File: src/rtl/uart_tx_io_pkg.sv
// Shared definitions for the memory-mapped UART transmitter: IO offsets,
// STATUS bit positions and transmitter FSM encodings.
package uart_tx_io_pkg;

    localparam logic [3:0] UART_DATA   = 4'h0;
    localparam logic [3:0] UART_STATUS = 4'h4;

    localparam int ST_FULL      = 0;
    localparam int ST_EMPTY     = 1;
    localparam int ST_ACTIVE    = 2;
    localparam int ST_OVERFLOW  = 3;
    localparam int ST_COUNT_LSB = 4;

    typedef enum logic [1:0] {
        S_IDLE  = 2'd0,
        S_START = 2'd1,
        S_DATA  = 2'd2,
        S_STOP  = 2'd3
    } tx_state_t;

    // STATUS reports the FIFO fill level in a nibble, clamped at 15.
    function automatic logic [3:0] sat_count(input int unsigned n);
        return (n > 15) ? 4'hF : 4'(n);
    endfunction

endpackage

File: src/rtl/uart_tx_io_if.sv
// IO-page bus between the core's data port and the UART: single-cycle
// strobes, registered read data.
interface uart_tx_io_if;
    logic [3:0]  io_addr;
    logic [31:0] io_wdata;
    logic        io_wstrb;
    logic        io_rstrb;
    logic [31:0] io_rdata;

    modport master (output io_addr, io_wdata, io_wstrb, io_rstrb, input io_rdata);
    modport slave  (input io_addr, io_wdata, io_wstrb, io_rstrb, output io_rdata);
endinterface

File: src/rtl/uart_tx_io_sync_fifo.sv
// First-word-fall-through FIFO; pointers wrap modulo DEPTH, occupancy
// tracked in a separate count register.
module sync_fifo #(
    parameter int WIDTH = 8,
    parameter int DEPTH = 4
) (
    input  logic                       clk,
    input  logic                       reset,
    input  logic                       push,
    input  logic                       pop,
    input  logic [WIDTH-1:0]           din,
    output logic [WIDTH-1:0]           dout,
    output logic                       full,
    output logic                       empty,
    output logic [$clog2(DEPTH):0]     count
);
    localparam int AW = $clog2(DEPTH);
    localparam int CW = AW + 1;

    logic [WIDTH-1:0] mem [DEPTH];
    logic [AW-1:0]    wr_ptr_reg, rd_ptr_reg;
    logic [CW-1:0]    count_reg, count_next;
    logic             push_fire, pop_fire;

    assign full  = (count_reg == CW'(DEPTH));
    assign empty = (count_reg == '0);
    assign count = count_reg;
    assign dout  = mem[rd_ptr_reg];

    // A push into a full FIFO is still taken when a pop frees a slot this cycle.
    assign pop_fire  = pop && !empty;
    assign push_fire = push && (!full || pop_fire);

    always_comb begin
        count_next = count_reg;
        case ({push_fire, pop_fire})
            2'b10:   count_next = count_reg + 1'b1;
            2'b01:   count_next = count_reg - 1'b1;
            default: count_next = count_reg;
        endcase
    end

    always_ff @(posedge clk) begin
        if (push_fire) begin
            mem[wr_ptr_reg] <= din;
        end
    end

    always_ff @(posedge clk) begin
        if (reset) begin
            wr_ptr_reg <= '0;
            rd_ptr_reg <= '0;
            count_reg  <= '0;
        end else begin
            if (push_fire) wr_ptr_reg <= wr_ptr_reg + 1'b1;
            if (pop_fire)  rd_ptr_reg <= rd_ptr_reg + 1'b1;
            count_reg <= count_next;
        end
    end

endmodule

File: src/rtl/uart_tx_io.sv
// Memory-mapped 8N1 UART transmitter: DATA/STATUS register decode, sticky
// overflow flag, TX FIFO and the serializer FSM with its baud counter.
module uart_tx_io
    import uart_tx_io_pkg::*;
#(
    parameter int CLKS_PER_BIT = 104,
    parameter int FIFO_DEPTH   = 4
) (
    input  logic         clk,
    input  logic         reset,
    uart_tx_io_if.slave  bus,
    output logic         txd,
    output logic         tx_busy
);
    localparam int BW = (CLKS_PER_BIT > 1) ? $clog2(CLKS_PER_BIT) : 1;
    localparam int CW = $clog2(FIFO_DEPTH) + 1;
    localparam logic [BW-1:0] BAUD_MAX = BW'(CLKS_PER_BIT - 1);

    tx_state_t      state_reg, state_next;
    logic [BW-1:0]  baud_reg, baud_next;
    logic [2:0]     bit_idx_reg, bit_idx_next;
    logic [7:0]     shift_reg, shift_next;
    logic           txd_reg, txd_next;
    logic           busy_reg, busy_next;
    logic           overflow_reg, overflow_next;
    logic [31:0]    rdata_reg, rdata_next;
    logic [31:0]    status;

    logic           fifo_full, fifo_empty, pop;
    logic [7:0]     fifo_dout;
    logic [CW-1:0]  fifo_count;
    logic           wr_data, rd_status, push_fire, overflow_set, bit_done;

    wire unused_bus_bits = &{1'b0, bus.io_wdata[31:8], bus.io_addr[1:0]};

    assign wr_data      = bus.io_wstrb && (bus.io_addr[3:2] == UART_DATA[3:2]);
    assign rd_status    = bus.io_rstrb && (bus.io_addr[3:2] == UART_STATUS[3:2]);
    assign push_fire    = wr_data && (!fifo_full || pop);
    assign overflow_set = wr_data && fifo_full && !pop;
    assign bit_done     = (baud_reg == '0);

    sync_fifo #(.WIDTH(8), .DEPTH(FIFO_DEPTH)) u_fifo (
        .clk   (clk),
        .reset (reset),
        .push  (wr_data),
        .pop   (pop),
        .din   (bus.io_wdata[7:0]),
        .dout  (fifo_dout),
        .full  (fifo_full),
        .empty (fifo_empty),
        .count (fifo_count)
    );

    always_ff @(posedge clk) begin
        if (reset) begin
            state_reg    <= S_IDLE;
            baud_reg     <= '0;
            bit_idx_reg  <= '0;
            shift_reg    <= '0;
            txd_reg      <= 1'b1;
            busy_reg     <= 1'b0;
            overflow_reg <= 1'b0;
            rdata_reg    <= '0;
        end else begin
            state_reg    <= state_next;
            baud_reg     <= baud_next;
            bit_idx_reg  <= bit_idx_next;
            shift_reg    <= shift_next;
            txd_reg      <= txd_next;
            busy_reg     <= busy_next;
            overflow_reg <= overflow_next;
            rdata_reg    <= rdata_next;
        end
    end

    always_comb begin
        state_next   = state_reg;
        baud_next    = baud_reg;
        bit_idx_next = bit_idx_reg;
        shift_next   = shift_reg;
        case (state_reg)
            S_IDLE: begin
                if (!fifo_empty) begin
                    state_next   = S_START;
                    baud_next    = BAUD_MAX;
                    bit_idx_next = '0;
                    shift_next   = fifo_dout;
                end
            end
            S_START: begin
                if (bit_done) begin
                    state_next   = S_DATA;
                    baud_next    = BAUD_MAX;
                    bit_idx_next = '0;
                end else begin
                    baud_next = baud_reg - 1'b1;
                end
            end
            S_DATA: begin
                if (bit_done) begin
                    baud_next = BAUD_MAX;
                    if (bit_idx_reg == 3'd7) begin
                        state_next = S_STOP;
                    end else begin
                        bit_idx_next = bit_idx_reg + 1'b1;
                        shift_next   = {1'b0, shift_reg[7:1]};
                    end
                end else begin
                    baud_next = baud_reg - 1'b1;
                end
            end
            S_STOP: begin
                if (bit_done) begin
                    // Chain straight into the next start bit when data is waiting.
                    if (!fifo_empty) begin
                        state_next   = S_START;
                        baud_next    = BAUD_MAX;
                        bit_idx_next = '0;
                        shift_next   = fifo_dout;
                    end else begin
                        state_next = S_IDLE;
                        baud_next  = '0;
                    end
                end else begin
                    baud_next = baud_reg - 1'b1;
                end
            end
            default: state_next = S_IDLE;
        endcase
    end

    // Line and busy outputs are derived from next-state values so they are
    // registered in lock-step with the FSM.
    always_comb begin
        pop = !fifo_empty && ((state_reg == S_IDLE) || (state_reg == S_STOP && bit_done));
        case (state_next)
            S_START: txd_next = 1'b0;
            S_DATA:  txd_next = shift_next[0];
            default: txd_next = 1'b1;
        endcase
        busy_next = (state_next != S_IDLE) || push_fire;
    end

    always_comb begin
        status                                 = '0;
        status[ST_FULL]                        = fifo_full;
        status[ST_EMPTY]                       = fifo_empty;
        status[ST_ACTIVE]                      = (state_reg != S_IDLE);
        status[ST_OVERFLOW]                    = overflow_reg;
        status[ST_COUNT_LSB+3:ST_COUNT_LSB]    = sat_count(32'(fifo_count));

        rdata_next = rdata_reg;
        if (bus.io_rstrb) begin
            rdata_next = rd_status ? status : 32'h0;
        end

        // A fresh overflow in the same cycle as a STATUS read wins over the clear.
        overflow_next = overflow_reg;
        if (overflow_set) begin
            overflow_next = 1'b1;
        end else if (rd_status) begin
            overflow_next = 1'b0;
        end
    end

    assign txd         = txd_reg;
    assign tx_busy     = busy_reg;
    assign bus.io_rdata = rdata_reg;

endmodule

File: src/flat_wrapper.sv
// flat-port wrapper written by rule: the top's interface ports become plain ports
module uart_tx_io_flat import uart_tx_io_pkg::*;
#(
    parameter int CLKS_PER_BIT = 104,
    parameter int FIFO_DEPTH   = 4
)
  (clk, reset, txd, tx_busy, bus_io_addr, bus_io_wdata, bus_io_wstrb, bus_io_rstrb, bus_io_rdata);
  uart_tx_io_if bus_i ();
  input  logic clk;
  input  logic reset;
  output logic txd;
  output logic tx_busy;
  input wire logic [$bits(bus_i.io_addr)-1:0] bus_io_addr;
  input wire logic [$bits(bus_i.io_wdata)-1:0] bus_io_wdata;
  input wire logic [$bits(bus_i.io_wstrb)-1:0] bus_io_wstrb;
  input wire logic [$bits(bus_i.io_rstrb)-1:0] bus_io_rstrb;
  output wire logic [$bits(bus_i.io_rdata)-1:0] bus_io_rdata;
  assign bus_i.io_addr = bus_io_addr;
  assign bus_i.io_wdata = bus_io_wdata;
  assign bus_i.io_wstrb = bus_io_wstrb;
  assign bus_i.io_rstrb = bus_io_rstrb;
  assign bus_io_rdata = bus_i.io_rdata;
  uart_tx_io #(.CLKS_PER_BIT(CLKS_PER_BIT), .FIFO_DEPTH(FIFO_DEPTH)) u_core (.clk(clk), .reset(reset), .bus(bus_i), .txd(txd), .tx_busy(tx_busy));
endmodule
File: config.mk
export PLATFORM = sky130hd
export DESIGN_NAME = uart_tx_io_flat
export DESIGN_NICKNAME = d
export VERILOG_FILES = /design/src/rtl/uart_tx_io_pkg.sv /design/src/rtl/uart_tx_io_if.sv /design/src/rtl/uart_tx_io_sync_fifo.sv /design/src/rtl/uart_tx_io.sv /design/src/flat_wrapper.sv
export SDC_FILE = /design/constraint.sdc
export NUM_CORES = 1
export LEC_CHECK = 0
export ABC_CLOCK_PERIOD_IN_PS = 5700
export BUFFER_PORTS_ARGS = -buffer_cell sky130_fd_sc_hd__buf_2
export CELL_PAD_IN_SITES_DETAIL_PLACEMENT = 1
export CELL_PAD_IN_SITES_GLOBAL_PLACEMENT = 2
export CORE_MARGIN = 2
export CORE_UTILIZATION = 37
export DETAILED_ROUTE_END_ITERATION = 10
export GPL_TIMING_DRIVEN = 0
export PLACE_DENSITY_LB_ADDON = 0.1
export SYNTH_ARGS = -nofsm -noshare
export SYNTH_HDL_FRONTEND = slang
export SYNTH_SLANG_ARGS = --single-unit
File: constraint.sdc
create_clock -name clk -period 5.7 [get_ports clk]
set_input_delay 0.855 -clock clk [delete_from_list [all_inputs] [get_ports clk]]
set_output_delay 0.855 -clock clk [all_outputs]
set_load 0.03 [all_outputs]
After elaboration in Yosys (flattened, before gate mapping) --
Memories as Yosys holds them, arrays and structs flattened. A register that Yosys moved wholly into a read port is not among the register bits. Index checks and enable logic that the tools add are counted. Widths: inputs -> output; s select.
Cells by class: $add $sub $neg 6, equal/unequal tests 15, muxes and demuxes 32, reductions and logical operators 28
Operator list (number):
- $mux 7 | 5
- $mux 8 | 4
- $pmux 8 s3 | 1
- $pmux 7 s3 | 1
- $mux 3 | 5
- $mux 2 | 7
- $pmux 3 s4 | 1
- $logic_and 1x1->1 | 9
- $eq 2x1->1 const B | 4
- $eq 2x2->1 const B | 4
- $pmux 2 s4 | 1
- $reduce_and 4->1 | 2
- $reduce_bool 2->1 | 4
- $logic_not 7->1 | 1
- $sub 7x1->7 const B | 1
- $add 3x1->3 const B | 2
- $eq 3x3->1 const B | 2
- $ne 2x1->1 const B | 3
- $pmux 3 s2 | 1
- $mux 1 | 5
- $add 2x1->2 const B | 2
- $logic_not 2->1 | 2
- $logic_or 1x1->1 | 4
- $ne 2x2->1 const B | 2
- 6 further kinds | 8
Storage, ports and cells: register bits after elaboration 62, RAM bits 32, output and inout bits 34, logic and storage cells 94, memories kept 1
Memory list:
- u_core.u_fifo.mem | depth 4, bits a word 8, read ports 1, clocked after Yosys merged registers in 1, write ports 1, line uart_tx_io_sync_fifo.sv:20 | logic [WIDTH-1:0] mem [DEPTH];

Longest topological paths before layout --
Gate-level depths: netlist of run 1.
word-level depth 9, gate-level depth with buffers 13

Modules after synthesis --
From an unflattened synthesis of run 1, not the netlist that was laid out.
Second synthesis, totals: cell total of the unflattened synthesis 326, area, all modules 3585.9 um^2
By module, submodules not included:
- uart_tx_io | instances 1, cells each 230, area an instance 1940.6 um^2
- sync_fifo | instances 1, cells each 96, area an instance 1645.3 um^2

Worst setup path before layout of run 1 --
No wires, ideal clock.
path kind register to register, start register u_core.baud_reg[0], end register u_core.u_fifo.count_reg[2], in the netlist u_core.u_fifo.count[2], setup time 0.070 ns, arrival time 2.635 ns, path slack 2.994 ns, stages on the path, launching flop included 14, clock period less this slack 2.706 ns, cell sequence dfxtp_1 > inv_1 > ha_1 > nor2b_1 > clkbuf_1 > a31oi_1 > buf_2 > nor2_1 > ha_1 > inv_1 > fa_1 > xor2_1 > or3_1 > a21oi_1
On the way: longest elaborated chain between the ends 9, elaborated cells between the ends (all ways) 11, classes of those cells eq/ne: 2; mux: 1; reduce/logical: 8
RTL lines:
- start, declared | line uart_tx_io.sv:20 | logic [BW-1:0] baud_reg, baud_next;
- start signal, assigned | line uart_tx_io.sv:66 | baud_reg <= baud_next;
- $logic_not 7->1 (*) | line uart_tx_io.sv:40 | assign bit_done = (baud_reg == '0);
- $logic_and 1x1->1 (*) | line uart_tx_io.sv:135 | pop = !fifo_empty && ((state_reg == S_IDLE) || (state_reg == S_STOP && bit_done));
- $logic_or 1x1->1 (*) | line uart_tx_io.sv:135
- $logic_and 1x1->1 (*) | line uart_tx_io.sv:135
- $logic_and 1x1->1 (*) | line uart_tx_io_sync_fifo.sv:31 | assign pop_fire = pop && !empty;
- named net u_core.u_fifo.pop_fire | line uart_tx_io_sync_fifo.sv:23 | logic push_fire, pop_fire;
- $logic_or 1x1->1 | line uart_tx_io_sync_fifo.sv:32 | assign push_fire = push && (!full || pop_fire);
- $logic_and 1x1->1 | line uart_tx_io_sync_fifo.sv:32
- $eq 2x1->1 / $eq 2x2->1 (equally long branches) | line uart_tx_io_sync_fifo.sv:36 | case ({push_fire, pop_fire})
- $pmux 3 s2 / $reduce_bool 2->1 (equally long branches)
- end signal, assigned | line uart_tx_io_sync_fifo.sv:57 | count_reg <= count_next;
- end, declared | line uart_tx_io_sync_fifo.sv:22 | logic [CW-1:0] count_reg, count_next;
The timed path passes the listed nets; every way through them passes the cells marked *. A chain may end at the register's enable or synchronous reset.

Worst setup path in the final report of run 1 --
Ends and elaborated chain as after synthesis.

==> results of run 1 <==
[path summary, 6_finish.rpt]
kind	start	slack (ns)	to	cells past startpoint
worst min-delay path	u_core.bus.io_rdata[1]	0.47	u_core.bus.io_rdata[1]	2
worst max-delay path	u_core.baud_reg[0]	2.44	u_core.u_fifo.count[2]	13
worst max register to register	u_core.baud_reg[0]	2.44	u_core.u_fifo.count[2]	13
worst min register to register	u_core.bus.io_rdata[1]	0.47	u_core.bus.io_rdata[1]	2
[layout make-up]
| class | instances | area (µm²) |
|---|---|---|
| inverter | 12 | 45.0 |
| buffer | 41 | 272 |
| tap | 111 | 139 |
| fill | 1074 | 5170 |
| clock inverter | 5 | 63.8 |
| timing repair buffer | 21 | 105 |
| sequential | 71 | 1740 |
| multi-input combinational | 226 | 1510 |
| clock buffer | 11 | 153 |
[per-stage QoR]
stage                     cells  hold slack (ns)  instance area (µm²)  utilization [%]
final                       498            0.468                 4030             43.8
after global routing        498            0.502                 4030             43.8
after CTS                   498            0.479                 4030             43.8
after detailed placement    482            0.464                 3810             41.4
after global placement      482            0.455                 3810             41.4
after floorplan             350            0.446                 3570                -
[report_power, final]
part / total (mW) / internal [mW] / leakage (nW) / switching [mW]
logic: 0.710 / 0.272 / 0.867 / 0.438
registers: 0.648 / 0.595 / 0.608 / 0.0530
clock network: 0.441 / 0.233 / 0.106 / 0.208
total: 1.80 / 1.10 / 1.58 / 0.700
[critical path, stage by stage (launching register included)]
cell and delay, ns:
dfxtp_1 0.35, inv_1 0.11, ha_1 0.20, nor2b_1 0.14
clkbuf_1 0.37, a31oi_1 0.21, buf_2 0.25, nor2_1 0.28
ha_1 0.25, inv_1 0.06, fa_1 0.37, xor2_1 0.16
or3_1 0.31, a21oi_1 0.15
[logic make-up after synthesis]
kind of cell    share of synthesized area (%)
simple gates                             14.6
compound gates                           13.4
flops                                    50.1
buf+inv                                  9.10
fa+ha+maj                                5.61
mux                                      5.79
xor+xnor                                 1.26
other cells                             0.108
[metal layers]
metal	routed length, µm	GRT usage [%]	vias up
met5	0	0	-
met4	198	8.32	0
met3	315	2.77	13
met2	3740	26.9	64
met1	3800	23.6	1243
li1	-	-	1239
[cell usage in the layout, fill, tap and decap left out, types with 2 or more instances in the layout]
master	n
a21o_1	3
and2_1	5
dfxtp_1	39
clkbuf_1	9
a211oi_1	11
ha_1	14
xor2_1	2
o21ai_0	10
buf_2	25
nand4_1	2
xnor2_1	3
inv_6	2
a21oi_1	24
nand2b_1	7
conb_1	25
nor2b_1	3
clkbuf_8	9
inv_1	12
nor3b_1	2
nor3_1	9
nand2_1	15
a22o_1	2
nor2_1	36
buf_4	28
nand3_1	10
a221oi_1	2
a311o_1	2
edfxtp_1	32
mux4_2	8
a31oi_1	5
==> out/metrics.cfg, run 1 <==
[global_route]
antenna_found_initial=0
grt-ovfl-total=0
grt_max_degree=15
grt_pass1_wl_um=13400
grt_pass1_vias=2585
gr-usage-all-layers_pct=17.3

[sta]
setup_tns_ns=0
rsz0062_at_grt=false
fin_ws_ns=2.44
tightest_slew_ns=0.638
setup_violations=0
hold_viol=0
min_period_ns=3.26
clock.fmax_ghz=0.306
drv_slew=0
period_share_pct=57.2
slew_headroom_pct=56.9
finClkSkew_ns=0.00900

[power_and_ir_drop]
p_leak_nw=1.58
power_mw=1.80
irDropWorstVdd_uv=211
powerDensity_nw_per_um2=447

[yosys]
yosysUniqueCellTypes=55
ys_seq_area_share_pct=50.1
synth_edf_count=32
ys_ff_latch=71
yosysMostFrequentCell=dfxtp_1
synthTopCellsByCount=dfxtp_1, nor2_1, edfxtp_1
yosysTopAreaCell=edfxtp_1
synth_top_area_share_pct=27.6
synth.avg_cell_area_um2=10.7
ys_async_sr_fraction_pct=0
synth.area.top_cells=edfxtp_1, dfxtp_1, buf_4, mux4_2, ha_1
synth_area_um2=3480
ys.flop_type=dfxtp_1
synth_cells=326
yosysWarnings=0

[cells_and_area]
antennaDiodeCount=0
final_nets=437
area_delta_synth_final_pct=15.8
drive_gt1_share_pct=22.2
largest_reg_flops=32

[die]
die_w_um=101
die_y_um=101
core.rowCount=35
initial_core_util_pct=37.8
die-area_um2=10200
pin_count=74
fp.coreArea_um2=9200

[clock_network]
cts_buffers=9
cts_tree=built
cts_setup_buffers=0
post_cts_resized=0
holdBufCountCts=0
path_clk_slew_ns=0.08
clk_latency_ns=0.36
cts-root-buf=clkbuf_8
numClockSinks=71
clk_path_buf_depth=2
h-tree-depth=3

[route]
drcViolationCount=0
final_antenna_net_count=0
drt-initial-drc-count=177
wl_um=8060
via_per_inst=5.14
vias=2559
wire_per_inst_um=16.2
drtPass1Iterations=4

[setup_path]
path_class=flop to flop
endpoint_kind=flop
crit_required_ns=5.98
path_max_fanout=10
worstPathArrival_ns=3.55
start_kind=flop

[placed_design]
io_buffers=21
post-place-ws_ns=2.41
place_congestion=0.835
dp_hpwl_um=5780

[min_path]
min_path_type=flop to flop

[flow_run]
max-cap-violations=0

[status]
status=finished, final reports clean

Power figures use the tool's default switching activity.
==> inputs of run 2 (changes only) <==
ABC_CLOCK_PERIOD_IN_PS = 2600   (was 5700)
CORE_UTILIZATION = 31   (was 37)
clock period = 2.6 ns   (was 5.7 ns; I/O delays follow)
==> out/metrics.cfg, run 2 (synthesized netlist as in run 1, its figures left out) <==
[sta]
fin_ws_ns=0.117  ; -2.32 ns
setup_violations=0  ; unchanged
clock.fmax_ghz=0.403  ; +31%
tightest_slew_ns=0.706  ; +0.0674 ns
hold_viol=0  ; unchanged
min_period_ns=2.48  ; -0.780 ns
slew_headroom_pct=52.9  ; -4.0 points
finClkSkew_ns=0.00917  ; +0.000170 ns
drv_slew=0  ; unchanged
hold_ws_ns=0.253  ; -0.215 ns
setup_tns_ns=0  ; unchanged
period_share_pct=95.5  ; +38 points

[power_and_ir_drop]
intPower_mw=2.50  ; +130%
seqPwrFrac_pct=34.7  ; -1.3 points
p_leak_nw=1.62  ; +2.5%
power_mw=4.10  ; +130%
switchingPower_mw=1.60  ; +130%
powerDensity_nw_per_um2=978  ; +120%
p_sw_share_pct=39.0  ; +0.15 points
clkPwrFrac_pct=21.6  ; -2.9 points
irDropWorstVdd_uv=385  ; +83%
p_comb_share_pct=43.7  ; +4.2 points

[status]
status=finished, final reports clean

[cells_and_area]
final_cell_mix=buf_4, dfxtp_1, nor2_1
largest_reg_flops=32  ; unchanged
area_delta_synth_final_pct=20.4
antennaDiodeCount=0  ; unchanged
final_nets=445  ; +1.8%
final-instance-count-excl-fill=535  ; +7.4%
fin_area_um2=4190  ; +4.0%
drive_gt1_share_pct=27.8  ; +5.6 points
utilization_pct=38.5  ; -5.3 points

[global_route]
grt_pass1_wl_um=13400  ; +0.20%
antenna_found_initial=0  ; unchanged
grt-ovfl-total=0  ; unchanged
grt_pass1_vias=2551  ; -1.3%
grt_max_degree=14  ; -1
gr-usage-all-layers_pct=14.8  ; -2.5 points

[clock_network]
cts_buffers=9  ; unchanged
cts_tree=built
numClockSinks=71  ; unchanged
clk_latency_ns=0.35  ; about the same
clk_path_buf_depth=2  ; unchanged
holdBufCountCts=0  ; unchanged
path_clk_slew_ns=0.08  ; about the same
h-tree-depth=3  ; unchanged
cts-root-buf=clkbuf_8

[route]
final_antenna_net_count=0  ; unchanged
vias=2524  ; -1.4%
drtPass1Iterations=4  ; unchanged
via_per_inst=4.72  ; -8.2%
drcViolationCount=0  ; unchanged
drt-initial-drc-count=69  ; -61%
wire_per_inst_um=15.2  ; -6.0%
wl_um=8130  ; +0.93%

[setup_path]
worstPathArrival_ns=2.77  ; -0.78 ns
rrSetupSlack_ns=0.12  ; -2.32 ns
path_class=flop to flop
path_max_fanout=4  ; -6
r2r_end=u_core.u_fifo.count[2]
slowest_delay_ns=0.36  ; about the same
crit_required_ns=2.88  ; -3.10 ns
start_kind=flop
cp_num_buf_inv=4  ; unchanged
crit_family=adder cells
endpoint_kind=flop
cp_cell_sequence=inv_2 -> ha_2 -> nor2b_2 -> clkbuf_8 -> a31oi_4 -> buf_6 -> nor2_4 -> ha_4 -> inv_1 -> fa_2 -> xor2_1 -> or3_1 -> a21oi_2
worst_r2r_path_depth=13  ; unchanged
slowest_stage=dfxtp_4
reg2reg_from=u_core.baud_reg[1]

[flow_run]
max-cap-violations=0  ; unchanged

[placed_design]
dp_hpwl_um=5770  ; -0.16%
dp_cells=511  ; +6.0%
post-place-ws_ns=-0.486  ; -2.89 ns
io_buffers=21  ; unchanged
dpl_cell_area_um2=3850  ; +1.1%
place_congestion=0.773  ; -7.4%

[die]
die-area_um2=12100  ; +19%
die_y_um=110  ; +8.9%
fp.coreArea_um2=10900  ; +18%
pin_count=74  ; unchanged
core.rowCount=38  ; +8.6%
initial_core_util_pct=31.9  ; -5.9 points
die_w_um=110  ; +8.9%

[min_path]
hp-start=bus_io_wdata[3]
worstHoldPathCells=1  ; -1
hold_end=u_core.u_fifo.mem[1][3]
min_path_type=input pin to flop

-- run 2: cell count changes in the layout (fill, tap and decap cells not counted), sizes merged --
cell	change
inv	-1
clkbuf	-3
clkinv	+2
clkinvlp	+1
buf	+9
-- run 2: power groups by stage --
stage                     registers [mW]  clock network, mW  logic [mW]
final                               1.42              0.885        1.79
after detailed placement            1.44                  0        1.58
after floorplan                     1.44                  0        1.17
after global routing                1.44              0.971        1.99
after CTS                           1.41              0.916        1.73
after global placement              1.44                  0        1.57
-- run 2: final cells by class --
type                            count  area [µm²]
Inverter                           12        45.0
Buffer                             40         284
Timing Repair Buffer               30         173
Fill cell                        1227        6700
Multi-Input combinational cell    226        1570
Clock buffer                        9         124
Sequential cell                    71        1750
Tap cell                          140         175
Clock inverter                      7        71.3
-- run 2: worst reg2reg max path, cell delays in order (launching register included) --
cell      delay [ns]
dfxtp_4         0.36
inv_2           0.07
ha_2            0.17
nor2b_2         0.14
clkbuf_8        0.14
a31oi_4         0.11
buf_6           0.15
nor2_4          0.13
ha_4            0.17
inv_1           0.05
fa_2            0.33
xor2_1          0.15
or3_1           0.33
a21oi_2         0.12
-- run 2: worst max path at each step --
| stage | from | end | depth (start not counted) |
|---|---|---|---|
| floorplan | u_core.baud_reg[0] | u_core.u_fifo.count[2] | 13 |
| global placement | u_core.baud_reg[0] | u_core.u_fifo.count[2] | 13 |
| detailed placement | u_core.baud_reg[0] | u_core.u_fifo.count[2] | 13 |
| CTS | u_core.baud_reg[1] | u_core.u_fifo.count[2] | 13 |
| global route | u_core.u_fifo.count[2] | u_core.u_fifo.count[2] | 9 |
| finish | u_core.baud_reg[1] | u_core.u_fifo.count[2] | 13 |
-- run 2: metal layers --
| metal | vias up | part of all wire, % | GRT usage [%] |
|---|---|---|---|
| met5 | - | 0 | 0 |
| met2 | 40 | 47 | 24.1 |
| li1 | 1253 | - | - |
| met3 | 7 | 3.9 | 3.44 |
| met1 | 1224 | 47 | 19.3 |
| met4 | 0 | 1.4 | 4.88 |
-- run 2: timing repair --
action,4_1_cts,5_1_grt
gates cloned,0,0
setup endpoints to repair,3,1
resized for setup,15,7
hold endpoints to repair,0,0
buffers inserted,6,3
pin swaps,3,4
